`src/rtl/reg_mem_arbiter_pkg.sv`:
```
// reg_mem_pkg: shared widths and arbiter state encoding for the reg_mem access path
package reg_mem_pkg;
  localparam int DATA_WIDTH = 8;
  localparam int ADDR_BITS  = 5;
  typedef enum logic [1:0] {
    ST_IDLE   = 2'd0,
    ST_ACCESS = 2'd1,
    ST_RDWAIT = 2'd2,
    ST_DONE   = 2'd3
  } state_t;
endpackage

```
`src/rtl/reg_mem_arbiter_if.sv`:
```
// reg_mem_arbiter_if: two-client request bus plus the reg_mem side of the arbiter
interface reg_mem_arbiter_if;
  import reg_mem_pkg::*;
  logic [1:0]              req;
  logic [1:0]              we;
  logic [2*ADDR_BITS-1:0]  addr;
  logic [2*DATA_WIDTH-1:0] wdata;
  logic [1:0]              ack;
  logic [2*DATA_WIDTH-1:0] rdata;
  logic [ADDR_BITS-1:0]    mem_addr;
  logic [DATA_WIDTH-1:0]   mem_wdata;
  logic                    mem_wen;
  logic [DATA_WIDTH-1:0]   mem_rdata;
  modport master (
    output req, we, addr, wdata, mem_rdata,
    input  ack, rdata, mem_addr, mem_wdata, mem_wen
  );
  modport slave (
    input  req, we, addr, wdata, mem_rdata,
    output ack, rdata, mem_addr, mem_wdata, mem_wen
  );
endinterface

```
`src/rtl/reg_mem_arbiter_rr_pick2.sv`:
```
// rr_pick2: two-way round-robin picker, the side that did not win last gets priority
module rr_pick2 (
  input  logic [1:0] req,
  input  logic       last_grant,
  output logic       valid,
  output logic       gnt_id
);
  always_comb begin
    valid  = |req;
    gnt_id = &req ? ~last_grant : req[1];
  end
endmodule

```
`src/rtl/reg_mem_arbiter.sv`:
```
// reg_mem_arbiter: round-robin arbiter and access sequencer for one single-port reg_mem
module reg_mem_arbiter
  import reg_mem_pkg::*;
(
  input logic               clk,
  input logic               rst_n,
  reg_mem_arbiter_if.slave  bus
);
  state_t                  state;
  logic                    last_grant;
  logic                    gnt_id;
  logic                    op_we;
  logic                    valid;
  logic                    pick;
  logic [1:0]              gnt_mask;
  logic [1:0]              ack;
  logic [2*DATA_WIDTH-1:0] rdata;
  logic [ADDR_BITS-1:0]    mem_addr;
  logic [DATA_WIDTH-1:0]   mem_wdata;
  logic                    mem_wen;
  rr_pick2 u_pick (
    .req        (bus.req),
    .last_grant (last_grant),
    .valid      (valid),
    .gnt_id     (pick)
  );
  assign gnt_mask      = gnt_id ? 2'b10 : 2'b01;
  assign bus.ack       = ack;
  assign bus.rdata     = rdata;
  assign bus.mem_addr  = mem_addr;
  assign bus.mem_wdata = mem_wdata;
  assign bus.mem_wen   = mem_wen;
  // mem_addr/mem_wdata double as the latched op address/data and hold between ops
  always_ff @(posedge clk or negedge rst_n) begin
    if (!rst_n) begin
      state      <= ST_IDLE;
      last_grant <= 1'b1;
      gnt_id     <= 1'b0;
      op_we      <= 1'b0;
      ack        <= '0;
      rdata      <= '0;
      mem_addr   <= '0;
      mem_wdata  <= '0;
      mem_wen    <= 1'b0;
    end else begin
      ack     <= '0;
      mem_wen <= 1'b0;
      case (state)
        ST_IDLE: if (valid) begin
          gnt_id    <= pick;
          op_we     <= bus.we[pick];
          mem_addr  <= bus.addr[pick*ADDR_BITS +: ADDR_BITS];
          mem_wdata <= bus.wdata[pick*DATA_WIDTH +: DATA_WIDTH];
          mem_wen   <= bus.we[pick];
          state     <= ST_ACCESS;
        end
        ST_ACCESS: begin
          ack   <= op_we ? gnt_mask : 2'b00;
          state <= op_we ? ST_DONE : ST_RDWAIT;
        end
        ST_RDWAIT: begin
          rdata[gnt_id*DATA_WIDTH +: DATA_WIDTH] <= bus.mem_rdata;
          ack   <= gnt_mask;
          state <= ST_DONE;
        end
        ST_DONE: begin
          last_grant <= gnt_id;
          state      <= ST_IDLE;
        end
      endcase
    end
  end
endmodule

```
`src/flat_wrapper.sv`:
```
// flat-port wrapper written by rule: the top's interface ports become plain ports
module reg_mem_arbiter_flat import reg_mem_pkg::*;
  (clk, rst_n, bus_req, bus_we, bus_addr, bus_wdata, bus_mem_rdata, bus_ack, bus_rdata, bus_mem_addr, bus_mem_wdata, bus_mem_wen);
  reg_mem_arbiter_if bus_i ();
  input logic clk;
  input logic rst_n;
  input wire logic [$bits(bus_i.req)-1:0] bus_req;
  input wire logic [$bits(bus_i.we)-1:0] bus_we;
  input wire logic [$bits(bus_i.addr)-1:0] bus_addr;
  input wire logic [$bits(bus_i.wdata)-1:0] bus_wdata;
  input wire logic [$bits(bus_i.mem_rdata)-1:0] bus_mem_rdata;
  output wire logic [$bits(bus_i.ack)-1:0] bus_ack;
  output wire logic [$bits(bus_i.rdata)-1:0] bus_rdata;
  output wire logic [$bits(bus_i.mem_addr)-1:0] bus_mem_addr;
  output wire logic [$bits(bus_i.mem_wdata)-1:0] bus_mem_wdata;
  output wire logic [$bits(bus_i.mem_wen)-1:0] bus_mem_wen;
  assign bus_i.req = bus_req;
  assign bus_i.we = bus_we;
  assign bus_i.addr = bus_addr;
  assign bus_i.wdata = bus_wdata;
  assign bus_i.mem_rdata = bus_mem_rdata;
  assign bus_ack = bus_i.ack;
  assign bus_rdata = bus_i.rdata;
  assign bus_mem_addr = bus_i.mem_addr;
  assign bus_mem_wdata = bus_i.mem_wdata;
  assign bus_mem_wen = bus_i.mem_wen;
  reg_mem_arbiter u_core (.clk(clk), .rst_n(rst_n), .bus(bus_i));
endmodule
```
`config.mk`:
```
export PLATFORM = sky130hd
export DESIGN_NAME = reg_mem_arbiter_flat
export DESIGN_NICKNAME = d
export VERILOG_FILES = /design/src/rtl/reg_mem_arbiter_pkg.sv /design/src/rtl/reg_mem_arbiter_if.sv /design/src/rtl/reg_mem_arbiter_rr_pick2.sv /design/src/rtl/reg_mem_arbiter.sv /design/src/flat_wrapper.sv
export SDC_FILE = /design/constraint.sdc
export NUM_CORES = 1
export LEC_CHECK = 0
export CAP_MARGIN = 20
export CORE_ASPECT_RATIO = 0.5
export CORE_UTILIZATION = 38
export DETAILED_ROUTE_END_ITERATION = 6
export PLACE_DENSITY = 0.81
export SLEW_MARGIN = 10
export SYNTH_ARGS = -nofsm -noshare
export SYNTH_HDL_FRONTEND = slang
export SYNTH_SLANG_ARGS = --single-unit
```
`constraint.sdc`:
```
create_clock -name clk -period 1.4 [get_ports clk]
set_input_delay 0.14 -clock clk [delete_from_list [all_inputs] [get_ports clk]]
set_output_delay 0.14 -clock clk [all_outputs]
set_load 0.02 [all_outputs]
```
* Yosys cells after proc, flatten, opt, wreduce, memory -nomap -nowiden *
Cells that the tools add are included.

word-level totals
  register bits after elaboration = 37
  output and inout port bits = 32
  word-level logic and storage cells = 37

cells by class
  $add $sub $neg = 1
  multipliers = 1
  $lt $le $gt $ge = 1
  equal/unequal tests = 4
  shift operators = 4
  mux-type cells = 12
  bitwise operators = 1
  reductions and logical operators = 4

operators by type and width
  kind                                                        number
  negation 4 -> 34 bit                                        1
  variable shift 8 x 34 -> 16 bit, first input constant       1
  variable part select 8 x 34 -> 16 bit                       1
  bitwise mux 16 bit                                          1
  variable part select 16 x 5 -> 8 bit                        1
  variable part select 10 x 5 -> 5 bit                        1
  case mux 2 bit (4 select lines)                             1
  2-to-1 mux 1 bit                                            6
  2-to-1 mux 2 bit                                            3
  equality test 2 bit, second input constant                  2
  multiplier 1 x 3 -> 4 bit, second input constant            1
  case mux 2 bit (2 select lines)                             1
  AND reduction 2 bit                                         2
  equality test 2 x 1 -> 1 bit, second input constant         1
  logical NOT 2 bit                                           1
  less-than comparator 1 x 2 -> 1 bit, second input constant  1
  != test 2 bit, second input constant                        1
  OR reduction 2 bit                                          1
  inverter 1 bit                                              1

* Depth between registers and ports, before layout *
Gate-level depths: netlist of run 1.

  word-level depth = 6
  gate-level depth with buffers = 6
  depth with buffers taken out = 5

* By module *
From an unflattened synthesis of run 1, not the netlist that was laid out.

second synthesis, totals
  cell total of the unflattened synthesis = 126
  area, all modules = 1585.3 µm²

modules (own cells, without submodules)
  module           times used  cells each  area an instance (µm²)
  reg_mem_arbiter  1           124         1571.5
  rr_pick2         1           2           13.8

* Worst setup path after synthesis of run 1 *
OpenSTA, ideal clock, no wires.

  path type = reg-to-reg
  from = register u_core.state[0]
  to = register u_core.state[1]
  arrival time = 1.262 ns
  data required time = 1.272 ns
  setup slack = 0.011 ns
  stages on the path, launching flop included = 5
  path buffers = 0
  clock period less this slack = 1.389 ns
  cells stage by stage = dfrtp_1 -> inv_1 -> ha_1 -> nor3b_2 -> mux2_1

between the ends
  word-level cells in the longest chain between the ends = 2
  elaborated cells between the ends (all ways) = 6
  classes of those cells = 4 x eq/ne; 1 x mux; 1 x reduce/logical

ends and longest elaborated chain
  item                                                              RTL line               text
  from (decl)                                                       reg_mem_arbiter.sv:9   state_t state;
  from (signal assigned)                                            reg_mem_arbiter.sv:59  state <= op_we ? ST_DONE : ST_RDWAIT;
  equality test 2 bit, or another cell as far along                 reg_mem_arbiter.sv:48  case (state)
  case mux 2 bit (4 select lines) or != test 2 bit (tied branches)  n/a

Parallel ways exist; a longest one is shown, timed or not.
A chain may end at the register's enable or synchronous reset.

* Worst setup path in the final report of run 1 *
  from = register u_core.state[0]
  to = register u_core.rdata[0] (netlist: u_core.bus.rdata[0])

between the ends
  word-level cells in the longest chain between the ends = 1

ends and longest elaborated chain
  item                             RTL line               text
  equality test 2 bit              reg_mem_arbiter.sv:48
  to (signal, indexed assignment)  reg_mem_arbiter.sv:62  rdata[gnt_id*DATA_WIDTH +: DATA_WIDTH] <= bus.mem_rdata;
  to (decl)                        reg_mem_arbiter.sv:17  logic [2*DATA_WIDTH-1:0] rdata;

Every way passes these cells.

==> results of run 1 <==
[synth_stat cells]
library cell / count / area [µm²]
sky130_fd_sc_hd__a21bo_2: 1 / 10.0
sky130_fd_sc_hd__a21boi_4: 1 / 18.8
sky130_fd_sc_hd__a21oi_1: 9 / 45.0
sky130_fd_sc_hd__a21oi_2: 18 / 158
sky130_fd_sc_hd__and2_1: 1 / 6.26
sky130_fd_sc_hd__buf_2: 2 / 10.0
sky130_fd_sc_hd__buf_4: 1 / 7.51
sky130_fd_sc_hd__buf_6: 1 / 11.3
sky130_fd_sc_hd__dfrtp_1: 36 / 901
sky130_fd_sc_hd__dfstp_2: 1 / 26.3
sky130_fd_sc_hd__ha_1: 5 / 62.6
sky130_fd_sc_hd__inv_1: 2 / 7.51
sky130_fd_sc_hd__inv_2: 1 / 3.75
sky130_fd_sc_hd__mux2_1: 17 / 191
sky130_fd_sc_hd__mux2_2: 1 / 11.3
sky130_fd_sc_hd__mux2i_1: 1 / 10.0
sky130_fd_sc_hd__nand2_1: 16 / 60.1
sky130_fd_sc_hd__nor2_1: 18 / 67.6
sky130_fd_sc_hd__nor3b_2: 1 / 12.5
sky130_fd_sc_hd__o21a_2: 1 / 8.76
sky130_fd_sc_hd__o21ai_0: 1 / 5.00
sky130_fd_sc_hd__o21ai_1: 1 / 5.00
sky130_fd_sc_hd__o21ai_2: 1 / 8.76
sky130_fd_sc_hd__o31ai_1: 2 / 15.0
[metal layers]
layer / global-route usage, % / up-vias
met2: 31.8 / 31
li1: - / 651
met4: 9.45 / 0
met3: 4.05 / 9
met5: 0 / -
met1: 23.0 / 677
[kinds of logic (layout without fill, tap and decap cells)]
logic type / Yosys count / after routing / synth area share (%)
AND/OR/NAND/NOR: 36 / 36 / 8.80
AO/OA/AOI/OAI: 35 / 35 / 16.5
multiplexers: 19 / 19 / 12.8
buffers and inverters: 7 / 96 / 2.41
adder cells (fa/ha/maj): 5 / 5 / 3.76
flip-flops: 37 / 37 / 55.8
[where the power goes]
group / switching (mW) / internal, mW / leakage (nW) / total, mW
clock network: 0.348 / 0.390 / 0.0443 / 0.738
registers: 0.299 / 1.62 / 0.429 / 1.92
logic: 1.66 / 1.62 / 0.831 / 3.28
total: 2.31 / 3.62 / 1.30 / 5.93
[through the flow]
step | utilization [%] | setup TNS (ps) | setup slack, ps | total power [mW] | cells
2_1_floorplan | - | 0 | 10.8 | 3.58 | 139
3_3_place_gp | 63.4 | -11.1 | -8.36 | 5.11 | 274
3_5_place_dp | 63.4 | -412 | -51.9 | 5.21 | 274
4_1_cts | 65.7 | 0 | 1.40 | 5.90 | 282
5_1_grt | 67.9 | -230 | -35.2 | 6.29 | 282
6_report | 67.9 | 0 | 26.5 | 5.93 | 282
[layout make-up]
cell class	instances	area, µm²
multi-input combinational	95	748
fill	294	1300
tap	54	67.6
timing repair buffer	86	907
inverter	3	11.3
sequential	37	927
clock buffer	7	86.3
[worst paths after layout]
check	start	to	cells past startpoint
worst max-delay path	u_core.state[0]$_DFFE_PN0P_	u_core.bus.rdata[0]$_DFFE_PN0P_	5
max in group asynchronous	rst_n	u_core.last_grant$_DFFE_PN1N_	3
worst max register to register	u_core.state[0]$_DFFE_PN0P_	u_core.bus.rdata[0]$_DFFE_PN0P_	5
worst min-delay path	rst_n	u_core.bus.mem_wdata[6]$_DFFE_PN0P_	3
worst min register to register	u_core.bus.rdata[3]$_DFFE_PN0P_	u_core.bus.rdata[3]$_DFFE_PN0P_	1
min in group clk	bus_wdata[3]	u_core.bus.mem_wdata[3]$_DFFE_PN0P_	3
[sequential cells by signal, summed over array words and instances, names as in the netlist]
register	cells
u_core.state	2
u_core.bus.mem_wen	1
u_core.op_we	1
u_core.bus.rdata	16
u_core.last_grant	1
u_core.bus.mem_addr	5
u_core.bus.ack	2
u_core.gnt_id	1
u_core.bus.mem_wdata	8
[what timing repair did]
action,4_1_cts,5_1_grt
cloned,0,0
pin swaps,0,1
resized for setup,12,30
endpoints found under the setup margin,18,54
hold buffers,1,0
hold endpoints to repair,36,0
[worst max-delay path: cells and delay by family, from the launching register on]
kind | cells | cell delay [ps]
multiplexers | 1 | 320
buffers and inverters | 2 | 260
AND/OR/NAND/NOR | 1 | 80
flip-flops | 1 | 390
adder cells (fa/ha/maj) | 1 | 200
==> results.md, run 1 <==
- Detailed Place HPWL: 2980 µm
- DRC violation count after routing: 0
- Proportion of layout cells with a drive suffix above 1: 25.4%
- Final antenna-violating net count: 0
- Area of all placed cells without fillers: 2750 µm²
- Status: finished, final reports clean
- # Max-Cap Violations: 0
- Worst path slowest cell: sky130_fd_sc_hd__dfrtp_1
- Clock tree from TritonCTS: yes
- Met1 Routed Length: 1760 µm
- Slew HR: 80.1%
- Fmax: 0.728 GHz
- Setup slack of the worst register-to-register path: 30 ps
- Power per standard cell area: 2160 nW/µm²
- Leading cell type in the layout, fill and taps excluded: sky130_fd_sc_hd__clkdlybuf4s50_1
- Worst-path fanout max: 5
- Register area share after synthesis: 55.8%
- Commonest cells after routing, fill and taps aside: sky130_fd_sc_hd__clkdlybuf4s50_1 (42), sky130_fd_sc_hd__dfrtp_1 (36), sky130_fd_sc_hd__a21oi_2 (19), sky130_fd_sc_hd__dlymetal6s2s_1 (19), sky130_fd_sc_hd__nor2_1 (18)
- Clock latency reported for the late side of the worst-skew pair: 290 ps
- Core area: 4040 µm²
- Maximum number of pins on one net before global-route repair: 38
- Static leakage: 1.30 nW
- Clock period minus worst slack: 1370 ps
- Routability-driven placement congestion ratio: 0.873
- Detailed-routed wire length on met3: 148 µm
- Master cell of the clock root buffer: sky130_fd_sc_hd__clkbuf_8
- Total Die Area: 4660 µm²
- Global-route wire length before repair: 6570 µm
- Slew at the pin closest to its max-slew limit: 297 ps
- Post-CTS setup repair buffer count: 0
- Clock sink count: 37
- Met2 wire length: 2160 µm
- Total of warnings raised by yosys: 0
- Starting utilization of the core area: 41.1%
- Count of unique library cells instantiated by Yosys: 24
- Critical path endpoint category: flop
- Top-Level Pins: 72
- Final-report setup violation count: 0
- Final Max Slew Viols: 0
- Detailed Route Iter0 Violations: 27
- Antenna violations before repair: 0
- Uppermost routed layer: met4
- GR Overflow Total: 0
- Via count of the first global-routing pass: 1392
- Final routed wirelength across all metal layers: 4160 µm
- Yosys reg bits: 37
- Max clock buf depth: 2
- Layout-stage area growth over the synthesis result: 65.2%
- Via density per instance: 4.85
- # H-tree levels: 2
- Setup repair after global routing missed its margin: true
- Number of buffers added on ports: 71
- Average cell area after synthesis: 12.0 µm²
- Minimum hold slack: 343 ps
- Final Hold Vio Count: 0
- Die height: 48.8 µm
- Ratio of final minimum period to clock period: 98.1%
- Count of mapped cells out of synthesis: 139
- Worst EP arrival: 1540 ps
- Number of search-and-repair iterations in the first detailed-routing pass: 4
- Data required time at the worst endpoint: 1570 ps
- Global router's overall resource usage: 18.9%
- Overall die width: 95.6 µm
- Crit Path Category: reg2reg
- Area of the mapped netlist: 1660 µm²
- Slowest cell delay on critical path: 390 ps
- Post-detailed-placement cell area: 2560 µm²
- Row Count: 16
- Cell-by-cell listing of the critical path: inv_2, ha_2, nand2_1, buf_4, mux2_1
- Post-layout nets: 273
- Routed wire length per instance: 14.8 µm
- Maximum vdd ir drop: 0.000721 V
- CTS buffer count: 5
- Type of origin of the critical path: flop
- Reg clk slew, reported paths: 70 ps
- Antenna cells: 0
- Total number of vias: 1368
- Post-synthesis net count: 184
- Clk_skew: 5.61 ps
- Path type of the worst min-delay path: in2async
No activity file was read; power rests on OpenSTA's default activity.
==> inputs of run 2 (changes only) <==
- CORE_UTILIZATION: 38 -> 39
- CTS_BUF_LIST: not set -> sky130_fd_sc_hd__clkbuf_4
- PLACE_DENSITY: 0.81 -> 0.83
- REMOVE_ABC_BUFFERS: not set -> 1
==> run 2 against run 1 <==
Effect of this change: register-to-register slack is essentially flat; power shrank 9.2%; non-clock buffer count shrank 4; sequential cell count is the same; critical path depth shrank 1.
==> results.md, run 2 (synthesis gave the netlist of run 1 again) <==
- Core area: 3980 µm² (was 4040 µm²)
- Clock tree from TritonCTS: yes (unchanged)
- Static leakage: 1.14 nW (was 1.30 nW)
- Global-route wire length before repair: 6380 µm (was 6570 µm)
- Fmax: 0.724 GHz (was 0.728 GHz)
- Slew at the pin closest to its max-slew limit: 409 ps (was 297 ps)
- Power per standard cell area: 2080 nW/µm² (was 2160 nW/µm²)
- Clock latency reported for the late side of the worst-skew pair: 340 ps (was 290 ps)
- Routed wire length per instance: 14.0 µm (was 14.8 µm)
- Data required time at the worst endpoint: 1630 ps (was 1570 ps)
- Minimum hold slack: 239 ps (was 343 ps)
- Post-layout nets: 269 (was 273)
- Detailed Place HPWL: 2920 µm (was 2980 µm)
- # H-tree levels: 2 (unchanged)
- Registers with the highest flip-flop counts: u_core.bus.rdata (16), u_core.bus.mem_wdata (8), u_core.bus.mem_addr (5) (unchanged)
- Number of flip-flops in the largest register: 16 (unchanged)
- Proportion of total power due to net switching: 41.8% (was 38.9%)
- Total Die Area: 4540 µm² (was 4660 µm²)
- Maximum number of pins on one net before global-route repair: 19 (was 38)
- CTS buffer count: 5 (unchanged)
- Clock period minus worst slack: 1380 ps (was 1370 ps)
- Final Max Slew Viols: 0 (unchanged)
- Type of origin of the critical path: flop (unchanged)
- # Max-Cap Violations: 0 (unchanged)
- Status: finished, final reports clean (unchanged)
- Worst-path fanout max: 3 (was 5)
- Total number of vias: 1327 (was 1368)
- Final antenna-violating net count: 0 (unchanged)
- Cell-internal power: 3.13 mW (was 3.62 mW)
- Overall die width: 94.3 µm (was 95.6 µm)
- Max clock buf depth: 2 (unchanged)
- Antenna violations before repair: 0 (unchanged)
- Reg clk slew, reported paths: 120 ps (was 70 ps)
- Final Hold Vio Count: 0 (unchanged)
- Ratio of final minimum period to clock period: 98.6% (was 98.1%)
- Starting utilization of the core area: 41.7% (was 41.1%)
- Routability-driven placement congestion ratio: 0.769 (was 0.873)
- Worst EP arrival: 1610 ps (was 1540 ps)
- DRC violation count after routing: 0 (unchanged)
- Global router's overall resource usage: 19.3% (was 18.9%)
- Final routed wirelength across all metal layers: 3900 µm (was 4160 µm)
- Setup repair after global routing missed its margin: true (unchanged)
- Via density per instance: 4.76 (was 4.85)
- Register with the most flip-flops: u_core.bus.rdata (unchanged)
- Proportion of layout cells with a drive suffix above 1: 22.7% (was 25.4%)
- Die height: 48.2 µm (was 48.8 µm)
- Path type of the worst min-delay path: in2async (unchanged)
- Master cell of the clock root buffer: sky130_fd_sc_hd__clkbuf_4 (was sky130_fd_sc_hd__clkbuf_8)
- Share of power burned in registers: 35.3% (was 32.3%)
- Relative contribution of combinational cells to total power: 54.5% (was 55.3%)
- Detailed Route Iter0 Violations: 40 (was 27)
- Reported net switching power: 2.25 mW (was 2.31 mW)
- Slew HR: 72.7% (was 80.1%)
- Antenna cells: 0 (unchanged)
- Number of buffers added on ports: 71 (unchanged)
- Crit Path Category: reg2reg (unchanged)
- Critical path endpoint category: flop (unchanged)
- Row Count: 16 (unchanged)
- Number of search-and-repair iterations in the first detailed-routing pass: 5 (was 4)
- Final-report setup violation count: 0 (unchanged)
- Commonest cells after routing, fill and taps aside: sky130_fd_sc_hd__clkdlybuf4s50_1 (38), sky130_fd_sc_hd__dfrtp_1 (36), sky130_fd_sc_hd__dlygate4sd2_1 (32), sky130_fd_sc_hd__a21oi_2 (19), sky130_fd_sc_hd__nor2_1 (18) (was sky130_fd_sc_hd__clkdlybuf4s50_1 (42), sky130_fd_sc_hd__dfrtp_1 (36), sky130_fd_sc_hd__a21oi_2 (19), sky130_fd_sc_hd__dlymetal6s2s_1 (19), sky130_fd_sc_hd__nor2_1 (18))
- Proportion of power drawn by the clock network: 10.2% (was 12.4%)
- Leading cell type in the layout, fill and taps excluded: sky130_fd_sc_hd__clkdlybuf4s50_1 (unchanged)
- GR Overflow Total: 0 (unchanged)
- Maximum vdd ir drop: 0.000729 V (was 0.000721 V)
- Layout-stage area growth over the synthesis result: 55.4% (was 65.2%)
- Clock sink count: 37 (unchanged)
- Post-route total power: 5.38 mW (was 5.93 mW)
- Clk_skew: 13.7 ps (was 5.61 ps)
- Top-Level Pins: 72 (unchanged)
- Via count of the first global-routing pass: 1355 (was 1392)
==> run 2: critical path: stages (launching register included) <==
cell	delay, ps
sky130_fd_sc_hd__dfrtp_1	420
sky130_fd_sc_hd__inv_2	100
sky130_fd_sc_hd__ha_4	150
sky130_fd_sc_hd__nor3b_4	250
sky130_fd_sc_hd__mux2_1	350
==> run 2: worst paths after layout <==
path / start / to / slack [ps] / cells past startpoint
setup reg to reg: u_core.state[0]$_DFFE_PN0P_ / u_core.state[1]$_DFFE_PN0P_ / 20 / 4
hold / removal: rst_n / u_core.bus.mem_wdata[7]$_DFFE_PN0P_ / 240 / 2
min in group clk: bus_wdata[7] / u_core.bus.mem_wdata[7]$_DFFE_PN0P_ / 340 / 3
setup / recovery: u_core.state[0]$_DFFE_PN0P_ / u_core.state[1]$_DFFE_PN0P_ / 20 / 4
max in group asynchronous: rst_n / u_core.bus.rdata[15]$_DFFE_PN0P_ / 630 / 3
hold reg to reg: u_core.bus.rdata[0]$_DFFE_PN0P_ / u_core.bus.rdata[0]$_DFFE_PN0P_ / 500 / 1
==> run 2: metal layers <==
layer  routed length, µm  share of wire [%]  vias to the layer above  track usage, %
met5                   0                  0                        -               0
met4                  38               0.97                        0            7.69
met3                 150                3.8                        4            4.05
met2                2010                 52                       37            34.5
met1                1700                 44                      639            24.1
li1                    -                  -                      647               -
==> run 2: timing repair <==
item,in CTS,in global routing
gates resized for setup,34,8
hold buffers,1,0
endpoints found under the hold margin,15,0
setup endpoints to repair,64,32
pin swaps,0,1
setup buffers,1,1
==> run 2: area by class of cell <==
cell class                      instances  area [µm²]
Fill cell                             321        1400
Inverter                                3        11.3
Timing Repair Buffer                   82         788
Sequential cell                        37         927
Clock buffer                            5        37.5
Clock inverter                          3        17.5
Multi-Input combinational cell         95         734
Tap cell                               54        67.6
==> run 2: power by group through the flow <==
stage,sequential [mW],clock (mW),combinational [mW]
2_1_floorplan,2.47,0,1.07
3_3_place_gp,1.92,0,3.06
3_5_place_dp,1.94,0,3.14
4_1_cts,1.90,0.562,2.86
5_1_grt,1.98,0.619,3.16
6_report,1.90,0.551,2.93
==> run 2: through the flow <==
stage	setup TNS [ps]	utilization, %	setup slack (ps)	instance area (µm²)	instances
3_5_place_dp	-871	63.1	-53.1	2510	269
6_report	0	64.9	19.5	2580	279
5_1_grt	-519	64.9	-47.5	2580	279
3_3_place_gp	-55.0	63.1	-39.9	2510	269
4_1_cts	-646	64.2	-63.6	2560	279
2_1_floorplan	0	-	10.8	1630	135
